$ cat src/rtl/instr_fetch.sv
// instr_fetch: single-issue fetch stage with delay-slot redirects, pending redirect under stall, halt on PC 0.
// Optional macro FETCH_ALIGN_CHECK_EN: a misaligned redirect target raises fetch_error and halts.
module instr_fetch #(
    parameter logic [31:0] RESET_VECTOR = 32'hBFC00000,
    localparam int unsigned XLEN = 32
) (
    input  logic            clk,
    input  logic            reset,
    input  logic            stall,
    input  logic            redirect_valid,
    input  logic [XLEN-1:0] redirect_target,
    output logic [XLEN-1:0] instr_addr,
    input  logic [XLEN-1:0] instr_readdata,
    output logic            if_valid,
    output logic [XLEN-1:0] if_instr,
    output logic [XLEN-1:0] if_pc,
    output logic            active,
    output logic            fetch_error
);

    typedef enum logic [1:0] {
        RUN  = 2'd0,
        PEND = 2'd1,
        HALT = 2'd2
    } state_t;

    state_t          state, state_n;
    logic [XLEN-1:0] pc, pc_n;
    logic [XLEN-1:0] pend_target, pend_n;
    logic [XLEN-1:0] instr_q, instr_n;
    logic [XLEN-1:0] ifpc_q, ifpc_n;
    logic            ifv_q, ifv_n;
    logic            active_q, active_n;
    logic            err_q, err_n;
    logic            load_en;
    logic [XLEN-1:0] load_raw;
    logic [XLEN-1:0] load_addr;

    // State and IF register bank
    always_ff @(posedge clk) begin
        if (reset) begin
            state       <= RUN;
            pc          <= RESET_VECTOR;
            pend_target <= '0;
            instr_q     <= '0;
            ifpc_q      <= '0;
            ifv_q       <= 1'b0;
            active_q    <= 1'b1;
            err_q       <= 1'b0;
        end else begin
            state       <= state_n;
            pc          <= pc_n;
            pend_target <= pend_n;
            instr_q     <= instr_n;
            ifpc_q      <= ifpc_n;
            ifv_q       <= ifv_n;
            active_q    <= active_n;
            err_q       <= err_n;
        end
    end

    // Next-state: capture on advance, pick next pc source, divert PC-0 / bad targets into HALT
    always_comb begin
        state_n   = state;
        pc_n      = pc;
        pend_n    = pend_target;
        instr_n   = instr_q;
        ifpc_n    = ifpc_q;
        ifv_n     = ifv_q;
        active_n  = active_q;
        err_n     = err_q;
        load_en   = 1'b0;
        load_raw  = pc + XLEN'(4);
        load_addr = '0;

        case (state)
            RUN, PEND: begin
                if (!stall) begin
                    instr_n = instr_readdata;
                    ifpc_n  = pc;
                    ifv_n   = 1'b1;
                    load_en = 1'b1;
                    if (redirect_valid) begin
                        load_raw = redirect_target;
                    end else if (state == PEND) begin
                        load_raw = pend_target;
                    end
                end else if (redirect_valid) begin
                    pend_n  = redirect_target;
                    state_n = PEND;
                end
            end
            default: begin
                ifv_n    = 1'b0;
                active_n = 1'b0;
            end
        endcase

        load_addr = load_raw & ~XLEN'(3);
        if (load_en) begin
`ifdef FETCH_ALIGN_CHECK_EN
            if (load_raw[1:0] != 2'b00) begin
                err_n   = 1'b1;
                state_n = HALT;
            end else
`endif
            if (load_addr == '0) begin
                state_n = HALT;
            end else begin
                pc_n    = load_addr;
                state_n = RUN;
            end
        end
    end

    assign instr_addr  = pc;
    assign if_valid    = ifv_q;
    assign if_instr    = instr_q;
    assign if_pc       = ifpc_q;
    assign active      = active_q;
    assign fetch_error = err_q;

endmodule

$ cat config.mk
export PLATFORM = sky130hd
export DESIGN_NAME = instr_fetch
export DESIGN_NICKNAME = d
export VERILOG_FILES = /design/src/rtl/instr_fetch.sv
export SDC_FILE = /design/constraint.sdc
export NUM_CORES = 1
export LEC_CHECK = 0
export CORE_AREA = 3 3 167 169
export CTS_CLUSTER_SIZE = 40
export DETAILED_ROUTE_END_ITERATION = 7
export DIE_AREA = 0 0 170 172
export PLACE_DENSITY = 0.49
export SLEW_MARGIN = 20
export SYNTH_ARGS = -nofsm -noshare
export SYNTH_HDL_FRONTEND = slang
export SYNTH_SLANG_ARGS = --single-unit
$ cat constraint.sdc
create_clock -name clk -period 3.5 [get_ports clk]
set_input_delay 0.525 -clock clk [delete_from_list [all_inputs] [get_ports clk]]
set_output_delay 0.525 -clock clk [all_outputs]
set_load 0.005 [all_outputs]
## Yosys cells after proc, flatten, opt, wreduce, memory -nomap -nowiden

Cells that the tools add are included.
W data, S select, Z words.

| storage, ports and cells | value |
|---|---|
| input port bits | 68 |
| output and inout port bits | 99 |
| bits in registers | 128 |
| logic and storage cells | 34 |

| cells by class | value |
|---|---|
| equal/unequal tests | 1 |
| bitwise logic cells | 3 |
| reductions and logical operators | 11 |
| add/subtract/negate cells | 1 |
| multiplexer cells | 11 |

Operators with widths:

| kind | number |
|---|---|
| $mux W32 | 4 |
| $add A32 B3 Y32 const B | 1 |
| $logic_not A32 Y1 | 1 |
| $mux W2 | 5 |
| $reduce_and A3 Y1 | 2 |
| $reduce_bool A2 Y1 | 3 |
| $reduce_and A2 Y1 | 2 |
| $reduce_or A2 Y1 | 2 |
| $not A1 Y1 | 3 |
| $eq A2 B1 Y1 const B | 1 |
| $logic_not A2 Y1 | 1 |
| $mux W1 | 2 |

## Depth between registers and ports, before layout

Gate-level depths: netlist of the first run.

| depth | value |
|---|---|
| word-level depth | 8 |
| mapped depth | 13 |

## Worst setup path after synthesis of the first run

OpenSTA, ideal clock, no wires.

| path | value |
|---|---|
| path type | register to register |
| start | reg pc[20], in the netlist instr_addr[20] |
| end | reg pc[26], in the netlist instr_addr[26] |
| buffers on the path | 2 |
| stages on the path, launching flop included | 12 |
| arrival time | 3298 ps |
| setup slack | 65 ps |
| cell sequence | dfxtp_1 > clkbuf_1 > nand3_1 > nor3_1 > nand4_1 > xnor2_1 > a2111o_1 > or4_4 > or4_4 > buf_6 > a211oi_2 > a41oi_1 |

| on the way | value |
|---|---|
| cells in the longest elaborated chain, start to end | 8 |

Ends and longest elaborated chain:

| what | line | text |
|---|---|---|
| start, declared | 28 | `logic [XLEN-1:0] pc, pc_n;` |
| start signal, assigned | 52 | `pc <= pc_n;` |
| $add A32 B3 Y32 (*) | 73 | `load_raw = pc + XLEN'(4);` |
| $mux W32 | 85 | `end else if (state == PEND) begin` |
| $mux W32 | 83 | `if (redirect_valid) begin` |
| $mux W32 | 78 | `if (!stall) begin` |
| $mux W32 (*) | 76 | `case (state)` |
| $logic_not A32 Y1 | 107 | `if (load_addr == '0) begin` |
| $not A1 Y1 (no line) | - |  |
| $reduce_and A2 Y1 (no line) | - |  |

Every way passes the cells marked *; elsewhere a longest branch is shown, timed or not.
A chain may end at the register's enable or synchronous reset.

## Worst setup path after layout of the first run

| path | value |
|---|---|
| start | reg pc[2], in the netlist instr_addr[2] |
| end | reg pc[23], in the netlist instr_addr[23] |

Same word-level chain as after synthesis.

==> out/qor.yml, run 1 <==
status: "finished, final reports clean"
postRouteAntennaNets: 0
worst_ir_drop_vdd_v: 0.0002456
place.gp.congestion: 0.8720
drc_errors: 0
port_buffers: 159
layout_commonest_cell: "nand2_1"
avgSynthCellArea_um2: 7.452
overflow: 0
die_w_um: 170
layout_common_cells: "213 x nand2_1, 157 x clkdlybuf4s50_1, 142 x a21oi_1, 123 x dfxtp_1, 123 x buf_4"
syn_area_mm2: 0.006603
drt_iter0_markers: 596
yosys_warnings: 0
area_delta_synth_final_pct: 49.38
vias: 7190
drive_gt1_frac: 0.1723
slew_viol_final: 0
worst_setup_path_start_kind: "flip-flop"
worstPathCellList: "ha_1, buf_4, and4_1, a21bo_2, o21ai_0, o21ai_0, a2111o_1, or4_4, or4_4, nand2_4, mux2i_1"
grtUsageTotal: 0.1762
fp.dieArea_mm2: 0.02924
cap_viol_max_count: 0
antenna_found_initial: 0
crit_path_end_kind: "flip-flop"
clock-root-buffer: "clkbuf_16"
wirelength_um: 26330
synthCells: 886
setup_violations: 0
fmaxAchievable_ghz: 0.2913
critPathMaxFanout: 10
clock_skew_ns: 0.01424
grt_pass1_wl_um: 40120
fin_util: 0.3691
worstPathArrival_ns: 3.78
die_y_um: 172
p_leak_nw: 3.728
fill_cells: 2845
start_util: 0.2471
r2r_setup_slack_ns: 0.07
hold_ws_ns: 0.4194
critPathMaxStageDelay_ns: 0.63
routedWlPerCell_um: 18.02
dpl.hpwl_um: 19480
hold_violations: 0
slowest_stage: "or4_4"
rsz0062_at_grt: "true"
cp.required_ns: 3.84
hold_class: "input pin to flip-flop"
clk_pin_slew_worst_paths_ns: 0.07
worst_pin_slew_ns: 0.6355
tns_ns: 0
h-tree-depth: 4
ios: 167
p_per_area_mw_per_mm2: 423.9
grt_max_degree: 48
yosysSeqAreaShare: 0.3820
min_period_over_period: 0.9810
row_count: 60
clock_sinks: 126
synth_ff_type: "dfxtp_1"
num_antenna_cells: 0
synth_cell_type_count: 79
async_flop_share: 0
cts_buffer_depth: 2
drt-pass1-iter-count: 6
synth_enable_flop_cells: 0
max_slew_margin: 0.5751
avgViaCountPerCell: 4.921
grt_pass1_vias: 6624
min_period_ns: 3.433
clock_latency_ns: 0.42
cts_buffers: 17
post_dp_cell_area_mm2: 0.009135
fp.coreArea_mm2: 0.02673
path_class: "flip-flop to flip-flop"
cts_tree: "yes"
postLayoutCellArea_mm2: 0.009863
ys_ff_latch: 126
nets: 1177
## stage by stage
step	setup slack, ns	total power [mW]	std cells
2_1_floorplan	0.06503	1.964	890
3_3_place_gp	-0.3492	2.396	1424
3_5_place_dp	-0.3436	2.400	1424
4_1_cts	0.02261	4.207	1457
5_1_grt	-0.01973	4.368	1461
6_report	0.06659	4.181	1461
## Yosys cell counts, types with 3 or more instances
| cell | count | share of area |
|---|---|---|
| nand3_1 | 12 | 0.0091 |
| o31ai_1 | 5 | 0.0057 |
| nand2b_1 | 3 | 0.0028 |
| o211ai_1 | 3 | 0.0034 |
| buf_2 | 8 | 0.0061 |
| xor2_1 | 9 | 0.012 |
| buf_1 | 9 | 0.0051 |
| nor3b_1 | 4 | 0.0045 |
| and2_1 | 5 | 0.0047 |
| and3_1 | 7 | 0.0066 |
| clkbuf_1 | 52 | 0.030 |
| nor3_1 | 16 | 0.012 |
| mux2i_1 | 7 | 0.011 |
| a211oi_1 | 37 | 0.042 |
| a21oi_1 | 143 | 0.11 |
| nand4_1 | 12 | 0.011 |
| nor2b_1 | 3 | 0.0028 |
| dfxtp_1 | 126 | 0.38 |
| a21o_1 | 4 | 0.0045 |
| nor4_1 | 7 | 0.0066 |
| or3_1 | 4 | 0.0038 |
| or4_1 | 5 | 0.0057 |
| nor2_1 | 49 | 0.028 |
| o211a_1 | 3 | 0.0045 |
| inv_1 | 10 | 0.0057 |
| nand2_1 | 213 | 0.12 |
| buf_4 | 13 | 0.015 |
| xnor2_1 | 20 | 0.027 |
| o21ai_0 | 27 | 0.020 |
## worst paths after layout
check | cells past startpoint | endpoint | from
max reg2reg | 11 | instr_addr[23] | instr_addr[2]
min | 2 | pend_target[20] | reset
max | 11 | instr_addr[23] | instr_addr[2]
min reg2reg | 2 | pend_target[21] | pend_target[21]
## final cells by class
cell class	count	area (um2)	area share
multi-input combinational	672	3781	0.3834
sequential	126	2526	0.2561
timing repair buffer	281	2500	0.2535
clock buffer	19	452.9	0.04592
tap	341	426.7	0.04326
clock inverter	12	138.9	0.01408
inverter	10	37.54	0.003806
## cell families after synthesis
kind of cell | Yosys count | share of synthesized area
AO/OA/AOI/OAI | 268 | 0.2532
buffers and inverters | 94 | 0.06462
AND/OR/NAND/NOR | 359 | 0.2469
other | 1 | 0.0005680
XOR/XNOR | 29 | 0.03847
adder cells (fa/ha/maj) | 1 | 0.001895
multiplexers | 8 | 0.01232
flip-flops | 126 | 0.3820
## layer usage
layer  GRT usage  vias up  share of wire
met4     0.04762        2          0.017
met3     0.02492       26          0.046
met5     0.01171        -         0.0017
met2      0.2719      206           0.45
li1            -     3554              -
met1      0.2568     3402           0.48
## worst max-delay path: cells and delay by family, from the launching register on
kind	cells	cell delay, ns
adder cells (fa/ha/maj)	1	0.24
AO/OA/AOI/OAI	4	0.88
multiplexers	1	0.19
buffers and inverters	1	0.17
flip-flops	1	0.35
AND/OR/NAND/NOR	4	1.52
## power by group
group          internal (mW)  switching (mW)  leakage, nW
logic                  0.392           0.410         2.41
clock network           1.09           0.711        0.283
registers               1.52          0.0611         1.04
## state kept, by name, summed over array words and instances, names as in the netlist
register     flops
active           1
if_instr        32
if_pc           30
if_valid         1
instr_addr      30
pend_target     30
state            2
## what timing repair did
item                       4_1_cts  5_1_grt
gates cloned                     1        1
setup endpoints to repair       26       30
setup buffers                    1        3
resized for setup                4       16
pin swaps                        2        5
hold buffers                     0        0
No activity file was read; power rests on OpenSTA's default activity.
==> run 2, diff against run 1 <==
- CORE_AREA: 3 3 167 169 -> 3 3 153 155
- DIE_AREA: 0 0 170 172 -> 0 0 156 158
- PLACE_DENSITY: 0.49 -> 0.56
==> run 2 against run 1 <==
  * Core utilization is 7.7 points higher
  * Cell count shrank 4.5%
  * Routed wire length is 5.5% lower
  * Sequential share of layout area grew 0.21 points
  * Clock power is 5% higher
  * Worst hold slack better by 0.032 ns
  * Sequential cell count unchanged
  * Combinational power is 0.9% lower
  * Register-to-register slack better by 0.05 ns
  * Clock skew fell by 0.0040 ns
  * Largest cell class unchanged
  * Largest power group unchanged
==> out/qor.yml, run 2 (synthesis gave the netlist of run 1 again) <==
drive_gt1_frac: 0.1686  # was 0.1723
max_slew_margin: 0.5359  # was 0.5751
clock_latency_ns: 0.44  # was 0.42 ns
drc_errors: 0  # unchanged
min_period_over_period: 0.9657  # was 0.9810
largest_reg_flops: 32  # unchanged
cts_tree: "yes"  # unchanged
slew_viol_final: 0  # unchanged
h-tree-depth: 4  # unchanged
drt_iter0_markers: 631  # was 596
grt_max_degree: 90  # was 48
postRouteAntennaNets: 0  # unchanged
min_period_ns: 3.380  # was 3.433 ns
rsz0062_at_grt: "false"  # was true
cts_buffer_depth: 2  # unchanged
p_leak_nw: 3.714  # was 3.728 nW
combinationalPowerShare: 0.186  # was 0.192
post_dp_cell_area_mm2: 0.009031  # was 0.009135 mm2
p_sw_frac: 0.2815  # was 0.2828
die_y_um: 158  # was 172 um
routedWlPerCell_um: 17.84  # was 18.02 um
worst_setup_path_start_kind: "flip-flop"  # unchanged
tns_ns: 0  # unchanged
row_count: 54  # was 60
multi_input_area_mm2: 0.003760  # was 0.003781 mm2
register_area_mm2: 0.002526  # unchanged
crit_path_end_kind: "flip-flop"  # unchanged
status: "finished, final reports clean"  # unchanged
fill_cells: 2207  # was 2845
clkPwrFrac: 0.444  # was 0.430
place.gp.congestion: 0.8736  # was 0.8720
internal-power_mw: 3.067  # was 2.998 mW
fp.dieArea_mm2: 0.02465  # was 0.02924 mm2
cts_buffers: 17  # unchanged
clock_sinks: 126  # unchanged
switchingPower_mw: 1.202  # was 1.182 mW
num_antenna_cells: 0  # unchanged
path_class: "flip-flop to flip-flop"  # unchanged
start_util: 0.3007  # was 0.2471
antenna_found_initial: 0  # unchanged
die_w_um: 156  # was 170 um
wirelength_um: 24880  # was 26330 um
layout_commonest_cell: "nand2_1"  # unchanged
worst_pin_slew_ns: 0.6888  # was 0.6355 ns
hold_violations: 0  # unchanged
overflow: 0  # unchanged
p_per_area_mw_per_mm2: 436.3  # was 423.9 mW/mm2
grtUsageTotal: 0.1974  # was 0.1762
cap_viol_max_count: 0  # unchanged
holdBufCountCts: 0  # unchanged
fmaxAchievable_ghz: 0.2959  # was 0.2913 GHz
fp.coreArea_mm2: 0.02196  # was 0.02673 mm2
hold_ws_ns: 0.4513  # was 0.4194 ns
cp.required_ns: 3.88  # was 3.84 ns
setup_violations: 0  # unchanged
seqPwrFrac: 0.370  # was 0.378
dpl.hpwl_um: 17980  # was 19480 um
grt_pass1_vias: 6396  # was 6624
port_buffers: 159  # unchanged
worstPathArrival_ns: 3.76  # was 3.78 ns
hold_class: "flip-flop to flip-flop"  # was input pin to flip-flop
avgViaCountPerCell: 5.073  # was 4.921
postLayoutCellArea_mm2: 0.009784  # was 0.009863 mm2
vias: 7077  # was 7190
clock_skew_ns: 0.01021  # was 0.01424 ns
area_delta_synth_final_pct: 48.19  # was 49.38%
grt_pass1_wl_um: 37740  # was 40120 um
critPathMaxFanout: 7  # was 10
layout_common_cells: "213 x nand2_1, 155 x clkdlybuf4s50_1, 141 x a21oi_1, 123 x dfxtp_1, 114 x buf_4"  # was 213 x nand2_1, 157 x clkdlybuf4s50_1, 142 x a21oi_1, 123 x dfxtp_1, 123 x buf_4
nets: 1171  # was 1177
worst_ir_drop_vdd_v: 0.0002811  # was 0.0002456 V
clock-root-buffer: "clkbuf_16"  # unchanged
drt-pass1-iter-count: 5  # was 6
clk_pin_slew_worst_paths_ns: 0.06  # was 0.07 ns
ios: 167  # unchanged
run 2: path summary, 6_finish.rpt:
kind	from	end	slack, ns	cells past startpoint
max	instr_addr[2]	instr_addr[18]	0.12	12
min	if_instr[0]	if_instr[0]	0.45	2
max reg2reg	instr_addr[2]	instr_addr[18]	0.12	12
min reg2reg	if_instr[0]	if_instr[0]	0.45	2
run 2: final cells by class:
type                       instances  share of cell area
clock buffer                      18             0.04488
sequential                       126              0.2582
inverter                          10            0.003836
timing repair buffer             275              0.2543
tap                              280             0.03581
clock inverter                    14             0.01867
multi-input combinational        672              0.3843
run 2: layer usage:
layer  GRT usage  up-vias  share of wire
li1            -     3537              -
met1      0.2912     3264           0.48
met2      0.2876      245           0.45
met3     0.03445       31          0.057
met4     0.06981        0          0.018
met5           0        -              0
run 2: worst max-delay path: stages, from the launching register on:
cell and delay, ns:
dfxtp_2 0.37, ha_2 0.20, nand3_2 0.09, or3_4 0.42
or4_4 0.47, mux2i_1 0.16, a221oi_2 0.31, nand4_1 0.14
buf_4 0.18, buf_4 0.13, a2111o_2 0.57, a21oi_2 0.18
o21a_1 0.12
run 2: power by group through the flow:
stage / Clock, mW / Sequential, mW / Combinational (mW)
3_5_place_dp: 0 / 1.61 / 0.778
3_3_place_gp: 0 / 1.61 / 0.776
4_1_cts: 1.92 / 1.58 / 0.786
5_1_grt: 1.98 / 1.59 / 0.861
6_report: 1.89 / 1.58 / 0.795
2_1_floorplan: 0 / 1.61 / 0.357
run 2: stage by stage:
step | setup slack [ns] | util | instances | total power, mW
floorplan | 0.06503 | - | 890 | 1.964
global placement | -0.3137 | 0.4113 | 1356 | 2.385
detailed placement | -0.3390 | 0.4113 | 1356 | 2.389
CTS | 0.01001 | 0.4423 | 1393 | 4.282
global route | 0.0007283 | 0.4456 | 1395 | 4.435
finish | 0.1201 | 0.4456 | 1395 | 4.269
run 2: timing repair:
action	in CTS	in global routing
setup endpoints to repair	24	30
pin swaps	3	7
resized for setup	4	20
cloned	2	0
setup buffers	3	2
==> run 3, diff against run 2 <==
- CELL_PAD_IN_SITES_DETAIL_PLACEMENT: unset -> 1
- CELL_PAD_IN_SITES_GLOBAL_PLACEMENT: unset -> 2
- CORE_AREA: 3 3 153 155 -> 3 3 167 169
- DIE_AREA: 0 0 156 158 -> 0 0 170 172
- PLACE_DENSITY: 0.56 -> 0.77
==> run 3 against run 2 <==
  * Clock-buffer cell count decreased by 1
  * Worst hold slack about the same
  * Routed wire length grew 15%
  * Die area grew 19%
  * Critical path depth is the same
  * Clock power rose by 4%
  * Critical endpoint is now instr_addr[2]
==> out/qor.yml, run 3 (synthesis gave the netlist of run 1 again) <==
status: "finished, final reports clean"  # unchanged
vias: 7399  # was 7077
start_util: 0.2471  # was 0.3007
crit_path_end_kind: "flip-flop"  # unchanged
cp.required_ns: 3.78  # was 3.88 ns
setup_violations: 0  # unchanged
clock-root-buffer: "clkbuf_16"  # unchanged
port_buffers: 159  # unchanged
wirelength_um: 28680  # was 24880 um
hold-path-cell-count: 2  # unchanged
cts_buffers: 17  # unchanged
clk_pin_slew_worst_paths_ns: 0.06  # about the same
path_class: "flip-flop to flip-flop"  # unchanged
routedWlPerCell_um: 19.58  # was 17.84 um
slew_viol_final: 0  # unchanged
clock_sinks: 126  # unchanged
max_slew_margin: 0.5351  # was 0.5359
worstPathArrival_ns: 3.73  # was 3.76 ns
worst_setup_path_start_kind: "flip-flop"  # unchanged
postRouteAntennaNets: 0  # unchanged
layout_common_cells: "213 x nand2_1, 156 x clkdlybuf4s50_1, 135 x a21oi_1, 124 x dfxtp_1, 117 x buf_4"  # was 213 x nand2_1, 155 x clkdlybuf4s50_1, 141 x a21oi_1, 123 x dfxtp_1, 114 x buf_4
hold_class: "flip-flop to flip-flop"  # unchanged
fmaxAchievable_ghz: 0.2902  # was 0.2959 GHz
pre_cts_slack_ns: -0.3792  # was -0.3390 ns
drive_gt1_frac: 0.1868  # was 0.1686
clock_latency_ns: 0.43  # was 0.44 ns
timing.final.ws_setup_ns: 0.05395  # was 0.1201 ns
dpl.hpwl_um: 20550  # was 17980 um
drc_errors: 0  # unchanged
p_leak_nw: 3.799  # was 3.714 nW
die_y_um: 172  # was 158 um
row_count: 60  # was 54
drt_iter0_markers: 570  # was 631
nets: 1180  # was 1171
tns_ns: 0  # unchanged
gr-usage-met1: 0.2692  # was 0.2912
fp.coreArea_mm2: 0.02673  # was 0.02196 mm2
place.gp.congestion: 0.8246  # was 0.8736
fp.dieArea_mm2: 0.02924  # was 0.02465 mm2
cts_tree: "yes"  # unchanged
grtUsageTotal: 0.1898  # was 0.1974
num_antenna_cells: 0  # unchanged
grt_pass1_wl_um: 42900  # was 37740 um
layout_commonest_cell: "nand2_1"  # unchanged
grt_use_met2: 0.3051  # was 0.2876
hold_ws_ns: 0.4515  # was 0.4513 ns
min_period_ns: 3.446  # was 3.380 ns
reg2regPathDepth: 12  # unchanged
grt_busiest_layer: "met2"  # was met1
h-tree-depth: 4  # unchanged
r2r_setup_slack_ns: 0.05  # was 0.12 ns
clock_skew_ns: 0.009314  # was 0.01021 ns
overflow: 0  # unchanged
regToRegStartpoint: "instr_addr[3]"  # was instr_addr[2]
holdPathEnd: "if_instr[27]"  # was if_instr[0]
antenna_found_initial: 0  # unchanged
p_per_area_mw_per_mm2: 435.5  # was 436.3 mW/mm2
largest_reg_flops: 32  # unchanged
fill_cells: 3183  # was 2207
ios: 167  # unchanged
hold_path_startpoint: "if_instr[27]"  # was if_instr[0]
rsz0062_at_grt: "true"  # was false
hold_violations: 0  # unchanged
cap_viol_max_count: 0  # unchanged
critPathMaxFanout: 6  # was 7
worst_ir_drop_vdd_v: 0.0002727  # was 0.0002811 V
r2r_end: "instr_addr[2]"  # was instr_addr[18]
area_delta_synth_final_pct: 52.26  # was 48.19%
grt_util_met3: 0.02766  # was 0.03445
worst_pin_slew_ns: 0.6973  # was 0.6888 ns
avgViaCountPerCell: 5.051  # was 5.073
min_period_over_period: 0.9846  # was 0.9657
die_w_um: 170  # was 156 um
grt_pass1_vias: 7224  # was 6396
grt_max_degree: 127  # was 90
cts_buffer_depth: 2  # unchanged
drt-pass1-iter-count: 5  # unchanged
[run 3: cell types whose count changed in the layout (fill, tap and decap cells not counted), sizes merged]
cell | previous run | this run
dlymetal6s2s | 2 | 1
clkbuf | 18 | 17
or4 | 9 | 10
bufinv | 3 | 4
clkdlybuf4s50 | 155 | 156
buf | 118 | 126
clkinvlp | 2 | 3
clkinv | 4 | 3
[run 3: cell type report]
cell class	instances	area, um2	area share
clock inverters	15	207.7	0.02066
flip-flops and latches	126	2527	0.2514
repair buffers	283	2565	0.2551
well taps	341	426.7	0.04244
inverters	10	37.54	0.003734
multi-input cells	673	3864	0.3843
clock buffers	17	425.4	0.04231
[run 3: metal layers]
metal,routed length (um),part of all wire
met1,13710,0.48
met2,13350,0.47
met5,0,0
met3,1194,0.042
met4,428,0.015
[run 3: stage by stage]
stage          instance area (um2)  power [mW]  std cells    util
3_3_place_gp                  9145       2.403       1422  0.3422
2_1_floorplan                 6618       1.964        890       -
5_1_grt                      10050       4.557       1465  0.3762
6_report                     10050       4.378       1465  0.3762
3_5_place_dp                  9145       2.415       1422  0.3422
4_1_cts                       9831       4.395       1458  0.3678
[run 3: worst max path at each step]
stage                                   from        endpoint  slack (ns)  cells past startpoint
after floorplan               instr_addr[20]  instr_addr[26]        0.07                     11
final                          instr_addr[3]   instr_addr[2]        0.05                     12
after CTS                 redirect_target[6]   instr_addr[6]        0.01                     11
after global routing           instr_addr[3]   instr_addr[2]       -0.04                     12
after global placement    redirect_target[6]  instr_addr[26]       -0.34                     10
after detailed placement  redirect_target[6]  instr_addr[26]       -0.38                     10
[run 3: power breakdown]
group / switching [mW] / internal, mW / total, mW
combinational: 0.433 / 0.402 / 0.836
sequential: 0.0619 / 1.52 / 1.58
clock: 0.759 / 1.20 / 1.96
[run 3: timing repair]
item,in CTS,in global routing
setup endpoints to repair,25,31
cloned,1,2
buffers inserted,3,6
hold buffers,0,0
resized for setup,7,39
pin swaps,3,18
[run 3: worst max-delay path: stages, from the launching register on]
cell	delay, ns
dfxtp_2	0.39
nand4_1	0.15
buf_4	0.18
buf_4	0.13
or3_4	0.42
o21ai_2	0.19
nand4_1	0.14
a222oi_1	0.34
o2111ai_2	0.32
buf_4	0.23
or4_4	0.56
a21oi_1	0.18
a211oi_1	0.06
